<file path="config.mk">
export PLATFORM = sky130hd
export DESIGN_NAME = spindle_rate_to_spike
export DESIGN_NICKNAME = d
export VERILOG_FILES = /design/src/rtl/spindle_spike_pkg.sv /design/src/rtl/spindle_rate_to_spike_f32_to_ufix_rate.sv /design/src/rtl/spindle_rate_to_spike.sv
export SDC_FILE = /design/constraint.sdc
export NUM_CORES = 1
export LEC_CHECK = 0
export CORE_ASPECT_RATIO = 0.9
export CORE_MARGIN = 8
export CORE_UTILIZATION = 38
export CTS_CLUSTER_SIZE = 25
export DETAILED_ROUTE_END_ITERATION = 7
export GPL_ROUTABILITY_DRIVEN = 1
export SLEW_MARGIN = 20
export SYNTH_ARGS = -nofsm -noshare
export SYNTH_HDL_FRONTEND = slang
export SYNTH_SLANG_ARGS = --single-unit
</file>
<file path="constraint.sdc">
create_clock -name clk -period 8.75 [get_ports clk]
set_input_delay 0.875 -clock clk [delete_from_list [all_inputs] [get_ports clk]]
set_output_delay 0.875 -clock clk [all_outputs]
set_load 0.01 [all_outputs]
</file>
<file path="src/rtl/spindle_spike_pkg.sv">
// Shared constants and types for the spindle rate-to-spike encoder.
package spindle_spike_pkg;

    localparam logic [31:0] IEEE_100000 = 32'h47C3_5000;
    localparam int          FRAC_BITS   = 8;
    localparam logic [24:0] RATE_FX_MAX = 25'd25_600_000;

    typedef logic [0:0] state_t;
    localparam state_t IDLE  = 1'b0;
    localparam state_t DRAIN = 1'b1;

    // x^8+x^6+x^5+x^4+1: feedback taps are register bits 7,5,4,3
    localparam logic [7:0] LFSR_SEED = 8'hA5;
    localparam logic [7:0] LFSR_TAPS = 8'b1011_1000;

    function automatic logic [7:0] lfsr_step(input logic [7:0] s);
        return {s[6:0], ^(s & LFSR_TAPS)};
    endfunction

endpackage

</file>
<file path="src/rtl/spindle_rate_to_spike_f32_to_ufix_rate.sv">
// Combinational float32 pps -> unsigned Q17.8 converter; negatives, NaN and tiny values give 0,
// +inf and anything above 100000.0 clamp to RATE_FX_MAX.
module f32_to_ufix_rate
    import spindle_spike_pkg::*;
(
    input  logic [31:0] f_in,
    output logic [24:0] fx_out
);

    logic        sgn;
    logic [7:0]  expo;
    logic [22:0] mant;
    logic [4:0]  shamt;

    assign sgn  = f_in[31];
    assign expo = f_in[30:23];
    assign mant = f_in[22:0];

    // Significand placed one bit up so exp==143 (65536..100000) needs no left shift
    assign shamt = 5'(8'd143 - expo);

    always_comb begin
        fx_out = '0;
        if (sgn || expo == 8'd0) begin
            fx_out = '0;
        end else if (expo == 8'hFF) begin
            fx_out = (mant != '0) ? 25'd0 : RATE_FX_MAX;
        end else if (f_in > IEEE_100000) begin
            fx_out = RATE_FX_MAX;
        end else if (expo < 8'd119) begin
            fx_out = '0;
        end else begin
            fx_out = {1'b1, mant, 1'b0} >> shamt;
        end
    end

endmodule

</file>
<file path="src/rtl/spindle_rate_to_spike.sv">
// Float32 rate -> spike train via a Q.8 phase accumulator; tick-to-spike latency 3 cycles, pending spikes saturate.
// Define SPINDLE_SPIKE_DITHER_EN to add zero-mean LFSR dither to every accumulate.
module spindle_rate_to_spike
    import spindle_spike_pkg::*;
#(
    parameter int TICK_HZ   = 1000,
    parameter int SPIKE_GAP = 4,
    parameter int PEND_MAX  = 255
) (
    input  logic        clk,
    input  logic        reset,
    input  logic [31:0] rate_in,
    input  logic        rate_valid,
    input  logic        tick,
    output logic        spike,
    output logic [31:0] spike_cnt,
    output logic        pend_ovf,
    output logic        tick_ovr,
    output logic        busy
);

    localparam logic [31:0] THRESH = 32'(TICK_HZ) << FRAC_BITS;
    localparam int          GAP_W  = $clog2(SPIKE_GAP + 1);
    localparam logic [GAP_W-1:0] GAP_LD  = GAP_W'(SPIKE_GAP);
    localparam logic [7:0]       PEND_SAT = 8'(PEND_MAX);

    logic [24:0]      rate_fx_conv;
    logic [24:0]      rate_fx_d, rate_fx_q;
    logic [31:0]      acc_d, acc_q;
    logic [31:0]      acc_sum;
    logic [7:0]       pend_d, pend_q;
    logic [GAP_W-1:0] gap_d, gap_q;
    state_t           state_d, state_q;
    logic             tick_lat_d, tick_lat_q;
    logic             spike_d, spike_q;
    logic [31:0]      spike_cnt_d, spike_cnt_q;
    logic             pend_ovf_d, pend_ovf_q;
    logic             tick_ovr_d, tick_ovr_q;
    logic             tick_any;
    logic             accum;
    logic             pend_inc;
    logic             emit;

    f32_to_ufix_rate u_conv (
        .f_in   (rate_in),
        .fx_out (rate_fx_conv)
    );

    assign tick_any = tick | tick_lat_q;
    assign accum    = (state_q == IDLE) && tick_any;

`ifdef SPINDLE_SPIKE_DITHER_EN
    logic [7:0] lfsr_d, lfsr_q;

    // LFSR never reaches 0, so values 1..255 minus 128 average to zero
    always_comb begin
        lfsr_d  = accum ? lfsr_step(lfsr_q) : lfsr_q;
        acc_sum = acc_q + {7'd0, rate_fx_q} + {24'd0, lfsr_q};
        acc_sum = (acc_sum >= 32'd128) ? (acc_sum - 32'd128) : 32'd0;
    end

    always_ff @(posedge clk or posedge reset) begin
        if (reset) begin
            lfsr_q <= LFSR_SEED;
        end else begin
            lfsr_q <= lfsr_d;
        end
    end
`else
    always_comb begin
        acc_sum = acc_q + {7'd0, rate_fx_q};
    end
`endif

    always_comb begin
        rate_fx_d  = rate_valid ? rate_fx_conv : rate_fx_q;
        acc_d      = acc_q;
        state_d    = state_q;
        tick_lat_d = tick_lat_q;
        tick_ovr_d = tick_ovr_q;
        pend_inc   = 1'b0;

        if (state_q == IDLE) begin
            if (tick_any) begin
                acc_d      = acc_sum;
                tick_lat_d = 1'b0;
                state_d    = DRAIN;
                if (tick && tick_lat_q) begin
                    tick_ovr_d = 1'b1;
                end
            end
        end else begin
            if (acc_q >= THRESH) begin
                acc_d    = acc_q - THRESH;
                pend_inc = 1'b1;
            end else begin
                state_d = IDLE;
            end
            if (tick) begin
                if (tick_lat_q) begin
                    tick_ovr_d = 1'b1;
                end else begin
                    tick_lat_d = 1'b1;
                end
            end
        end
    end

    always_comb begin
        emit        = (pend_q != 8'd0) && (gap_q == '0);
        spike_d     = emit;
        spike_cnt_d = spike_cnt_q + {31'd0, emit};
        pend_d      = pend_q;
        pend_ovf_d  = pend_ovf_q;

        if (emit) begin
            gap_d = GAP_LD;
        end else if (gap_q != '0) begin
            gap_d = gap_q - GAP_W'(1);
        end else begin
            gap_d = gap_q;
        end

        // A drain increment and an emit decrement in the same cycle cancel out
        if (pend_inc && !emit) begin
            if (pend_q == PEND_SAT) begin
                pend_ovf_d = 1'b1;
            end else begin
                pend_d = pend_q + 8'd1;
            end
        end else if (!pend_inc && emit) begin
            pend_d = pend_q - 8'd1;
        end
    end

    always_ff @(posedge clk or posedge reset) begin
        if (reset) begin
            rate_fx_q   <= '0;
            acc_q       <= '0;
            pend_q      <= '0;
            gap_q       <= '0;
            state_q     <= IDLE;
            tick_lat_q  <= 1'b0;
            spike_q     <= 1'b0;
            spike_cnt_q <= '0;
            pend_ovf_q  <= 1'b0;
            tick_ovr_q  <= 1'b0;
        end else begin
            rate_fx_q   <= rate_fx_d;
            acc_q       <= acc_d;
            pend_q      <= pend_d;
            gap_q       <= gap_d;
            state_q     <= state_d;
            tick_lat_q  <= tick_lat_d;
            spike_q     <= spike_d;
            spike_cnt_q <= spike_cnt_d;
            pend_ovf_q  <= pend_ovf_d;
            tick_ovr_q  <= tick_ovr_d;
        end
    end

    assign spike     = spike_q;
    assign spike_cnt = spike_cnt_q;
    assign pend_ovf  = pend_ovf_q;
    assign tick_ovr  = tick_ovr_q;
    assign busy      = (state_q != IDLE) || (pend_q != 8'd0);

endmodule

</file>
=== Word level (Yosys, flattened, before mapping) ===
Index checks and enable logic that the tools add are counted.

* Shifts and indexed selects: 1
* Multiply operators: 0
* Divide/modulo/power cells: 0
* Equal/unequal tests: 6
* Order comparisons: 3
* Mux-type cells: 25
* Reductions and logical operators: 22
* Bitwise gates (word level): 1
* $add $sub $neg: 7

{| class="wikitable"
|+ Operators by type and width
! cell !! number
|-
| 25-bit two-way mux || 5
|-
| 32-bit two-way mux || 3
|-
| 32-bit by 1-bit adder with 32-bit output || 1
|-
| 32-bit by 25-bit adder with 32-bit output || 1
|-
| 32-bit by 18-bit greater-or-equal comparator with 1-bit output (second input constant) || 1
|-
| 32-bit by 31-bit > comparator with 1-bit output (second input constant) || 1
|-
| 32-bit by 18-bit subtractor with 32-bit output (second input constant) || 1
|-
| 25-bit by 5-bit >> shifter with 25-bit output || 1
|-
| 8-bit two-way mux || 3
|-
| 23-bit nonzero test || 1
|-
| 8-bit equality test (second input constant) || 2
|-
| 1-bit two-way mux || 12
|-
| 8-bit by 1-bit adder with 8-bit output (second input constant) || 1
|-
| 8-bit zero test || 1
|-
| 8-bit by 7-bit < comparator with 1-bit output (second input constant) || 1
|-
| 2-bit AND reduction || 4
|-
| 2-bit nonzero test || 4
|-
| 8-bit nonzero test || 1
|-
| 8-bit by 1-bit subtractor with 8-bit output (second input constant) || 1
|-
| 3-bit two-way mux || 2
|-
| 4-bit by 5-bit subtractor with 5-bit output (first input constant) || 1
|-
| 1-bit logical AND || 4
|-
| 2-bit by 1-bit != test with 1-bit output (second input constant) || 2
|-
| 2-bit != test (second input constant) || 2
|-
| other kinds (7) || 9
|}

* Memory bits (writable): 0
* Latch bits: 0
* ROM bits: 0
* Input bits: 36
* Output and inout bits: 36
* Flip-flop bits (word level): 105
* Memories kept: 0

=== Longest topological paths before layout ===
* Depth after elaboration: 7
* Gate-level depth with buffers: 15
* Gate-level depth less buffers: 14

=== By module ===
From an unflattened synthesis, not the netlist that was laid out.

* Cells, all modules: 902
* Area, all modules: 8249.2 µm²

{| class="wikitable"
|+ Modules (own cells, without submodules)
! module !! times used !! area each (µm²) !! cells an instance
|-
| spindle_rate_to_spike || 1 || 6506.2 || 685
|-
| f32_to_ufix_rate || 1 || 1742.9 || 217
|}

=== Least setup slack after synthesis ===
No wires, ideal clock.

* Kind: register to register
* Start: reg acc_q[22]
* End: reg pend_q[7]
* Setup time: 0.123 ns
* Cell stages (with the launch flop): 15
* Path slack: 5.845 ns
* Buffers on the path: 0
* Arrival time: 2.783 ns
* Cell sequence: dfrtp_1 nor4_2 and3_1 nand3_1 nand2_1 nor2_1 inv_1 ha_1 a21o_1 a21oi_1 o21bai_1 a21oi_1 o21ai_0 mux2i_1 xnor2_1

* Cells in the longest elaborated chain, start to end: 7
* Elaborated cells between the ends (all ways): 10
* Classes of those cells: order compare: 1; eq/ne: 1; mux: 3; reduce/logical: 5

{| class="wikitable"
|+ RTL lines
! what !! line !! source
|-
| start: declaration || spindle_rate_to_spike.sv:29 || <nowiki>logic [31:0] acc_d, acc_q;</nowiki>
|-
| start signal: assignment || spindle_rate_to_spike.sv:139 || <nowiki>acc_q <= '0;</nowiki>
|-
| start signal: assignment || spindle_rate_to_spike.sv:150 || <nowiki>acc_q <= acc_d;</nowiki>
|-
| 32-bit by 18-bit greater-or-equal comparator with 1-bit output * || spindle_rate_to_spike.sv:93 || <nowiki>if (acc_q >= THRESH) begin</nowiki>
|-
| 1-bit two-way mux * || spindle_rate_to_spike.sv:93 ||
|-
| 1-bit two-way mux * || spindle_rate_to_spike.sv:83 || <nowiki>if (state_q == IDLE) begin</nowiki>
|-
| 1-bit zero test || spindle_rate_to_spike.sv:131 || <nowiki>end else if (!pend_inc && emit) begin</nowiki>
|-
| 1-bit logical AND || spindle_rate_to_spike.sv:131 ||
|-
| 2-bit nonzero test (no line) || - ||
|-
| 2-bit AND reduction (no line) || - ||
|-
| end signal: assignment || spindle_rate_to_spike.sv:151 || <nowiki>pend_q <= pend_d;</nowiki>
|-
| end: declaration || spindle_rate_to_spike.sv:31 || <nowiki>logic [7:0] pend_d, pend_q;</nowiki>
|}

Mark *: on every way between the ends. The rest lies on a longest branch, timed or not.
A chain may end at the register's enable or synchronous reset.

=== Worst setup path after layout ===
* Start: in rate_in[24]
* End: reg rate_fx_q[4]

* Cells in the longest elaborated chain, start to end: 6
* Elaborated cells between the ends (all ways): 11
* Classes of those cells: add/sub: 1; order compare: 2; eq/ne: 1; shift: 1; mux: 4; reduce/logical: 2

{| class="wikitable"
|+ RTL lines
! what !! line !! source
|-
| start: declaration || spindle_rate_to_spike.sv:12 || <nowiki>input logic [31:0] rate_in,</nowiki>
|-
| 4-bit by 5-bit subtractor with 5-bit output || spindle_rate_to_spike_f32_to_ufix_rate.sv:20 || <nowiki>assign shamt = 5'(8'd143 - expo);</nowiki>
|-
| 25-bit by 5-bit >> shifter with 25-bit output || spindle_rate_to_spike_f32_to_ufix_rate.sv:33 || <nowiki>fx_out = {1'b1, mant, 1'b0} >> shamt;</nowiki>
|-
| 25-bit two-way mux || spindle_rate_to_spike_f32_to_ufix_rate.sv:30 || <nowiki>end else if (expo < 8'd119) begin</nowiki>
|-
| 25-bit two-way mux || spindle_rate_to_spike_f32_to_ufix_rate.sv:28 || <nowiki>end else if (f_in > IEEE_100000) begin</nowiki>
|-
| 25-bit two-way mux || spindle_rate_to_spike_f32_to_ufix_rate.sv:26 || <nowiki>end else if (expo == 8'hFF) begin</nowiki>
|-
| 25-bit two-way mux * || spindle_rate_to_spike_f32_to_ufix_rate.sv:24 || <nowiki>if (sgn || expo == 8'd0) begin</nowiki>
|-
| end signal: assignment || spindle_rate_to_spike.sv:149 || <nowiki>rate_fx_q <= rate_fx_d;</nowiki>
|-
| end: declaration || spindle_rate_to_spike.sv:28 || <nowiki>logic [24:0] rate_fx_d, rate_fx_q;</nowiki>
|}

Marked as above.

==> results.json <==
{
  "final_util": 0.4523,
  "yosys_warnings": 0,
  "fp.dieArea_mm2": 0.02435,
  "power_frac_clock": 0.230,
  "core_mm2": 0.01922,
  "tightest_slew_ps": 1008,
  "hpwlAfterDp_um": 13890,
  "synth_seq_area_share": 0.3526,
  "die_h_um": 148.8,
  "numCtsBuffers": 9,
  "yosysUniqueCellTypes": 75,
  "num_antenna_cells": 0,
  "synth_top_area_frac": 0.3526,
  "start_kind": "input pin",
  "max_stage_delay_ps": 1130,
  "grt_pass1_wl_um": 30960,
  "viasPerCell": 5.626,
  "p_seq_frac": 0.378,
  "portBuffers": 71,
  "cp_top_family": "buffers and inverters",
  "cts_sinks": 105,
  "boundaryPins": 72,
  "grt_max_degree": 61,
  "slew_headroom": 0.3256,
  "cts_tree": "done",
  "critPathCaptureType": "flop",
  "arrival_ps": 3790,
  "synth-async-reset-ratio": 1.000,
  "p_sw_frac": 0.3848,
  "critPathRequiredTime_ps": 8960,
  "layout.nets": 948,
  "synth_most_common_cell": "dfrtp_1",
  "setup_tns_ps": 0,
  "dieWidth_um": 163.6,
  "setup_viol": 0,
  "routabilityCongestion": 0.8590,
  "internal_power_mw": 1.119,
  "ys.flop_type": "dfrtp_1",
  "synth-seq-cells": 105,
  "dr.first_iter.drc_count": 410,
  "slew_violations": 0,
  "cts.htree.levels": 3,
  "hold_buffers": 0,
  "p_sw_uw": 699.6,
  "outcome": "finished clean",
  "cts.root.buffer_cell": "clkbuf_16",
  "antenna_found_initial": 0,
  "yosysTopAreaCell": "dfrtp_1",
  "finalHoldViolCount": 0,
  "ys_top_cells_by_count": "dfrtp_1, nand2_1, nor2_1, a21oi_1, o21ai_0",
  "period_minus_slack_ps": 3583,
  "first_pass_iters": 5,
  "drcViolationCount": 0,
  "post_cts_buffers": 0,
  "synthCells": 819,
  "clkLatencyLatePin_ps": 360,
  "synth.area.top_cells": "dfrtp_1, ha_1, xnor2_1",
  "crit_fanout": 29,
  "p_leak_nw": 3.768,
  "crit_path_top_delay_cell": "clkdlybuf4s50_1",
  "min_period_over_period": 0.4095,
  "cts_resized": 0,
  "power_density_mw_per_mm2": 209.2,
  "post_drt_wl_per_cell_um": 16.34,
  "rsz0062_at_grt": "false",
  "maxCapViolCount": 0,
  "max_freq_ghz": 0.2791,
  "grt_overflow": 0,
  "clock-skew-final_ps": 9.814,
  "row_count": 48,
  "synth-edff-count": 0,
  "via_count": 6346,
  "critical_path_class": "in -> reg",
  "clock_path_buffers": 2,
  "drive_gt1_frac": 0.08087,
  "peakVddDrop_v": 0.0001117,
  "path_cells": "clkdlybuf4s50_1, nand2_1, nor2_2, nand4_1, o31ai_1, nor2_1, o21bai_1, o2bb2ai_1",
  "grt_pass1_vias": 6015,
  "start_util": 0.3877,
  "p_comb_frac": 0.392,
  "synth_nets": 894,
  "syn-mean-instance-area_um2": 9.098,
  "critPathBufInv": 1,
  "path_clk_slew_ps": 80,
  "area_growth_pct": 16.66,
  "totalWireLength_um": 18430,
  "grt_util_all_layers": 0.1544,
  "hp-class": "reg -> reg",
  "ant_nets": 0,
  "synthesis.area_mm2": 0.007451
}
[sequential cells by signal, indices dropped and copies added, names as in the netlist]
| name | cells |
|---|---|
| spike_cnt | 32 |
| gap_q | 3 |
| rate_fx_q | 25 |
| tick_lat_q | 1 |
| state_q | 1 |
| pend_q | 8 |
| acc_q | 32 |
| tick_ovr | 1 |
| spike | 1 |
| pend_ovf | 1 |
[power groups by stage]
stage	logic, mW	registers (mW)	clock network (mW)
final	0.712	0.687	0.419
after global routing	0.804	0.704	0.451
after CTS	0.712	0.685	0.435
after detailed placement	0.711	0.693	0
after global placement	0.702	0.694	0
after floorplan	0.556	0.665	0
[worst register-to-register path: stages (launching register included)]
cell,delay (ps)
dfrtp_1,440
o211ai_1,480
o21a_1,270
nand3_1,160
nand2_1,310
nor2_1,110
inv_1,250
ha_1,290
a21o_1,170
a21oi_1,210
o21bai_1,100
a21oi_1,210
o21ai_0,140
mux2i_1,190
xnor2_1,130
[layout make-up]
cell class                      instances  area, um^2
Sequential cell                       105        2628
Tap cell                              250       312.8
Multi-Input combinational cell        654        4578
Clock inverter                          7       88.84
Inverter                               25       96.34
Fill cell                            1873       10530
Clock buffer                            9       225.2
Timing Repair Buffer                   78       763.2
[layer usage]
metal,GRT usage,vias up,routed length (um)
met5,0,-,0
met4,0.04314,0,253
met3,0.02732,18,855
met2,0.2473,161,8404
met1,0.2104,3009,8921
li1,-,3158,-
[layout by cell type (no fill, tap or decap), types with 9 or more instances in the layout]
master and n:
mux2i_1 29, inv_1 23, dfrtp_1 105, nor3_1 10, clkbuf_16 9, a31oi_1 10, a21oi_1 53, xor2_1 22
a211oi_1 11, a21o_1 15, nand4_1 10, nor2_1 65, and3_1 15, nand3_1 30, o2bb2ai_1 17, nor4_1 11
mux2_2 21, o21ai_0 48, xnor2_1 38, ha_1 37, clkdlybuf4s50_1 71, nand2_1 86
[through the flow]
stage	hold WS (ps)	setup WS (ps)	instance area (um^2)	total power [mW]	instances
floorplan	445.5	5114	7451	1.220	819
global placement	441.6	4885	8378	1.396	1112
detailed placement	447.2	4797	8378	1.404	1112
CTS	466.3	5184	8692	1.833	1128
global route	489.8	4905	8692	1.959	1128
finish	459.2	5167	8692	1.818	1128
[final timing paths]
path | slack [ps] | cells past startpoint | endpoint | startpoint
worst max-delay path | 5170 | 8 | rate_fx_q[4] | rate_in[24]
worst min-delay path | 460 | 1 | tick_ovr | tick_ovr
worst max register to register | 5210 | 14 | pend_q[7] | acc_q[11]
worst min register to register | 460 | 1 | tick_ovr | tick_ovr
max in group asynchronous | 6580 | 3 | rate_fx_q[12] | reset
min in group asynchronous | 930 | 2 | spike_cnt[22] | reset
[cells by family (layout without fill, tap and decap cells)]
group / after synthesis / count (layout) / share of synthesized area
AND/OR/NAND/NOR: 271 / 271 / 0.1792
AO/OA/AOI/OAI: 228 / 228 / 0.2099
flip-flops: 105 / 105 / 0.3526
XOR/XNOR: 60 / 60 / 0.07053
buffers and inverters: 60 / 119 / 0.03291
multiplexers: 56 / 56 / 0.08732
adder cells (fa/ha/maj): 39 / 39 / 0.06751
Power figures use the tool's default switching activity.
